`src/rtl/mux_rr_arbiter_2to1.sv`:
```
// Two-source round-robin arbiter feeding a registered 2:1 mux stage.
// Accepts one word per cycle from A or B over valid/ready handshakes. On a
// tie, the source that did not win last time is granted. The winning word
// goes into a one-entry output register with a valid/ready handshake, and
// its source tag is kept in `sel` to drive the downstream mux select.
module mux_rr_arbiter_2to1 #(
  parameter int unsigned WIDTH = 1
) (
  input  logic             clk,
  input  logic             rst,
  input  logic             a_valid,
  input  logic [WIDTH-1:0] a_data,
  output logic             a_ready,
  input  logic             b_valid,
  input  logic [WIDTH-1:0] b_data,
  output logic             b_ready,
  output logic             y_valid,
  output logic [WIDTH-1:0] y_data,
  input  logic             y_ready,
  output logic             sel
);

  localparam logic SRC_A = 1'b0;
  localparam logic SRC_B = 1'b1;

  logic             y_valid_q, y_valid_d;
  logic [WIDTH-1:0] y_data_q,  y_data_d;
  logic             sel_q,     sel_d;
  logic             last_q,    last_d;

  logic grant_a_c;
  logic grant_b_c;
  logic can_accept_c;
  logic accept_a_c;
  logic accept_b_c;

  // Grant from the valids and the priority bit only; no data-to-ready path
  always_comb begin
    grant_a_c    = a_valid & (~b_valid | (last_q == SRC_B));
    grant_b_c    = b_valid & (~a_valid | (last_q == SRC_A));
    can_accept_c = ~y_valid_q | y_ready;
  end

  // Readies are forced low while reset is asserted
  assign a_ready    = grant_a_c & can_accept_c & ~rst;
  assign b_ready    = grant_b_c & can_accept_c & ~rst;
  assign accept_a_c = a_valid & a_ready;
  assign accept_b_c = b_valid & b_ready;

  // Next state of the output register and priority bit
  always_comb begin
    y_valid_d = y_valid_q;
    y_data_d  = y_data_q;
    sel_d     = sel_q;
    last_d    = last_q;
    if (accept_a_c) begin
      y_valid_d = 1'b1;
      y_data_d  = a_data;
      sel_d     = SRC_A;
      last_d    = SRC_A;
    end else if (accept_b_c) begin
      y_valid_d = 1'b1;
      y_data_d  = b_data;
      sel_d     = SRC_B;
      last_d    = SRC_B;
    end else if (y_ready) begin
      // Drain with nothing to refill: data and tag hold their last values
      y_valid_d = 1'b0;
    end
  end

  // State registers; last resets to B so A wins the first tie
  always_ff @(posedge clk or posedge rst) begin
    if (rst) begin
      y_valid_q <= 1'b0;
      y_data_q  <= '0;
      sel_q     <= SRC_A;
      last_q    <= SRC_B;
    end else begin
      y_valid_q <= y_valid_d;
      y_data_q  <= y_data_d;
      sel_q     <= sel_d;
      last_q    <= last_d;
    end
  end

  assign y_valid = y_valid_q;
  assign y_data  = y_data_q;
  assign sel     = sel_q;

endmodule

```
`config.mk`:
```
export PLATFORM = sky130hd
export DESIGN_NAME = mux_rr_arbiter_2to1
export DESIGN_NICKNAME = d
export VERILOG_FILES = /design/src/rtl/mux_rr_arbiter_2to1.sv
export SDC_FILE = /design/constraint.sdc
export NUM_CORES = 1
export LEC_CHECK = 0
export ABC_AREA = 1
export CORE_AREA = 2 2 39 41
export DETAILED_ROUTE_END_ITERATION = 8
export DIE_AREA = 0 0 41 43
export GPL_ROUTABILITY_DRIVEN = 0
export MAX_ROUTING_LAYER = met4
export PLACE_DENSITY = 0.46
export SYNTH_ARGS = -nofsm -noshare
export SYNTH_HDL_FRONTEND = slang
export SYNTH_SLANG_ARGS = --single-unit
```
`constraint.sdc`:
```
create_clock -name clk -period 1.05 [get_ports clk]
set_clock_uncertainty 0.15 [all_clocks]
set_input_delay 0.21 -clock clk [delete_from_list [all_inputs] [get_ports clk]]
set_output_delay 0.21 -clock clk [all_outputs]
set_load 0.005 [all_outputs]
```
After elaboration in Yosys (flattened, before gate mapping)
Cells that the tools add are included.
- output and inout port bits: 5
- word-level logic and storage cells: 29
- bits of input ports: 7
- bits in registers: 4
- mux-type cells: 7
- bitwise operators: 16
- reductions and logical operators: 2
- operator list (cell ; count):
    $and A1 B1 Y1 ; 8
    $mux W1 ; 7
    $not A1 Y1 ; 5
    $or A1 B1 Y1 ; 3
    $reduce_bool A3 Y1 ; 1
    $reduce_bool A2 Y1 ; 1

Longest topological paths before layout
Gate-level depths: netlist of run 1.
- depth in word-level cells: 8
- gate-level depth with buffers: 6
- mapped depth without buffers: 6

Worst setup path before layout of run 1
No wires, ideal clock.
- path kind: flip-flop to output port
- start point: register last_q
- end point: output port a_ready
- cell stages (with the launch flop): 5
- data required time: 690 ps
- data arrival time: 787 ps
- slack: -97 ps
- path buffers: 0
- cell sequence: dfstp_2 -> inv_1 -> nand2_1 -> nand3_2 -> clkinv_2
- word-level cells in the longest chain between the ends: 4
- RTL lines (element ; line ; source):
    start, declared ; 29 ; logic last_q, last_d;
    start signal, assigned ; 83 ; last_q <= last_d;
    $or A1 B1 Y1 ; 39 ; grant_a_c = a_valid & (~b_valid | (last_q == SRC_B));
    $and A1 B1 Y1 ; 39 ;
    $and A1 B1 Y1 (2 in series) ; 45 ; assign a_ready = grant_a_c & can_accept_c & ~rst;
    end, declared ; 13 ; output logic a_ready,
Every way passes these cells.

Worst setup path in the final report of run 1
Same ends and word-level chain as after synthesis.

==> metrics.md, run 1 <==
| Metric | Value |
|---|---|
| Status | finished, violations left |
| Failing checks | negative setup slack |
| CP endpoint kind | output pin |
| Worst-path clk slew | 0.04 ns |
| Peak supply drop | 0.000592 V |
| FMAX | 0.681 GHz |
| Final setup viols | 9 |
| CTS Buf Count | 3 |
| Slew @ Worst Pin | 0.149 ns |
| Startpoint Class | flip-flop |
| WP data required | 0.69 ns |
| Rows | 14 |
| Tcrit/Tclk final | 140% |
| Register area | 101 µm² |
| Vias per cell | 3.72 |
| Skew-Pair Late Insertion Delay | 0.23 ns |
| Most common cell after layout, fill and taps aside | buf_4 |
| First-pass GRT wire length | 1010 µm |
| Core Util, Final | 33.5% |
| Residual DRC | 0 |
| Largest net degree at the start of global routing | 6 |
| Synth Area per Inst | 7.98 µm² |
| Die height | 43 µm |
| Port Buffers | 11 |
| H-tree depth | 1 |
| Hold Crit Class | primary input to asynchronous set/reset pin |
| Layout cells sized above 1 | 58.5% |
| Vias in the first global route | 254 |
| First DRT Iteration DRCs | 1 |
| Lkg Pwr | 0.249 nW |
| Crit path DAT | 1.11 ns |
| Slew headroom | 90.0% |
| Seq cells post-synth | 4 |
| Critical path type | flip-flop to output pin |
| Initial Util | 16.7% |
| PD cells | 1590 nW/µm² |
| Multi-input logic area | 118 µm² |
| Area share of the largest cell type after synthesis | 32.4% |
| Initial antenna violation count | 0 |
| Ant diodes | 0 |
| Top post-synthesis cells by area | dfrtp_1 (32%), dfstp_2 (11%), nand3_1 (11%), inv_1 (9.7%), nand2_1 (6.5%) |
| Detail Route Antenna Nets | 0 |
| Fin crit period | 1.47 ns |
| Yosys warnings | 0 |
| Fillers | 160 |
| DPL Wire Length | 461 µm |
| Core Box Area | 1380 µm² |
| Io pins | 12 |
| Die W | 41 µm |
| Unrepaired setup endpoints after global routing | yes |
| P&R area growth vs syn | 100% |
| Clk buf depth | 2 |
| Post-CTS Hold Fix Bufs | 0 |
| Vias post-DR | 257 |
| Syn_nets | 36 |
| Post-DR wirelength/cell | 8.68 µm |
| CP Max Fanout | 3 |
| Commonest cells after routing, fill and taps aside | buf_4 (8), nand3_1 (5), clkdlybuf4s50_1 (5) |
| Critical-path top delay cell | dfstp_2 |
| Cells after Synth | 29 |
| Total gr overflow | 0 |
| Root Driver | clkbuf_4 |
| Synth area leader | dfrtp_1 |
| All-Layer GR Usage | 8.87% |
| Final wirelength | 599 µm |
| Nets | 61 |
| CTS Sinks | 4 |
| Max-cap check violation count | 0 |
| Die area | 1760 µm² |
| Final WS setup | -0.418 ns |
| Final slew viol count | 0 |
| Register area share after synthesis | 43.8% |
| TritonCTS clock tree | done |
| Yosys cell types | 14 |
| Setup TNS Final | -2.07 ns |
| Slowest stage delay, CP | 0.55 ns |
| Final Hold Vio Count | 0 |
| Crit path cell chain | inv_2 -> nand2_2 -> nand3_4 -> inv_4 -> buf_6 |
| DR pass1 iterations | 2 |
| Synth Cell Area | 231 µm² |
## metrics by stage
stage	power (mW)	hold slack [ns]	cell area [µm²]	std cells	setup slack [ns]
CTS	0.694	0.184	419	66	-0.441
finish	0.738	0.188	463	69	-0.418
detailed placement	0.480	0.325	399	61	-0.802
global route	0.809	0.194	463	69	-0.487
global placement	0.479	0.330	399	61	-0.803
floorplan	0.330	-0.188	231	29	-0.0821
## metal layers
metal | vias up | GRT usage, % | part of all wire, %
li1 | 139 | - | -
met1 | 111 | 11.3 | 48
met2 | 7 | 11.3 | 45
met3 | 0 | 3.14 | 7.5
met4 | 0 | 6.00 | 0
met5 | - | - | 0
## critical path, delay by kind of cell (launching register included)
family,cells,cell delay (ns)
buf+inv,3,0.18
flops,1,0.55
simple gates,2,0.14
## cells by family after synthesis
| logic type | count (synthesis) | share of synthesized area [%] |
|---|---|---|
| and+or+nand+nor | 15 | 38.4 |
| DFF | 4 | 43.8 |
| AOI/OAI and AO/OA | 2 | 4.32 |
| buffers and inverters | 8 | 13.5 |
## flip-flops by register name, indices dropped and copies added (netlist names)
signal and cells:
sel 1, last_q 1, y_valid 1, y_data 1
## synthesized netlist by cell type
master,n
inv_1,6
nand3_1,5
nand2_1,4
dfrtp_1,3
o21ai_0,2
clkinv_2,1
dfstp_2,1
inv_2,1
nand2_2,1
nand2_4,1
nand3_2,1
nor2_1,1
nor2_2,1
nor2_4,1
## final timing paths
path,startpoint,endpoint,slack [ns],cells after the start
worst max-delay path,last_q,a_ready,-0.42,5
worst min-delay path,rst,sel,0.19,3
worst max register to register,last_q,y_data,-0.34,7
worst min register to register,sel,sel,0.41,3
max in group asynchronous,rst,last_q,0.36,3
min in group clk,a_valid,y_data,0.37,7
## cell type report
type	instances	area share [%]
Timing Repair Buffer	20	35.7
Inverter	8	7.03
Tap cell	16	4.32
Multi-Input combinational cell	17	25.4
Sequential cell	4	21.9
Clock buffer	4	5.68
## power by group
part / leakage, nW / internal (mW) / switching [mW]
Clock: 0.0150 / 0.143 / 0.0674
Sequential: 0.0467 / 0.208 / 0.0311
Combinational: 0.187 / 0.170 / 0.118
Total: 0.249 / 0.521 / 0.217
## repair_timing
item,CTS,global route
gates resized for setup,23,9
setup endpoints to repair,9,9
pin swaps,2,3
buffers inserted,1,3
Note: power is estimated with default switching activity, not from simulation.
==> run 2, diff against run 1 <==
--- a/config.mk
+++ b/config.mk
@@ -12,6 +12,7 @@
 export GPL_ROUTABILITY_DRIVEN = 0
 export MAX_ROUTING_LAYER = met4
 export PLACE_DENSITY = 0.46
+export SKIP_LAST_GASP = 1
 export SYNTH_ARGS = -nofsm -noshare
 export SYNTH_HDL_FRONTEND = slang
 export SYNTH_SLANG_ARGS = --single-unit
==> results of run 2 <==
Same layout as run 1: the final DEF is identical, and so are final timing and power.
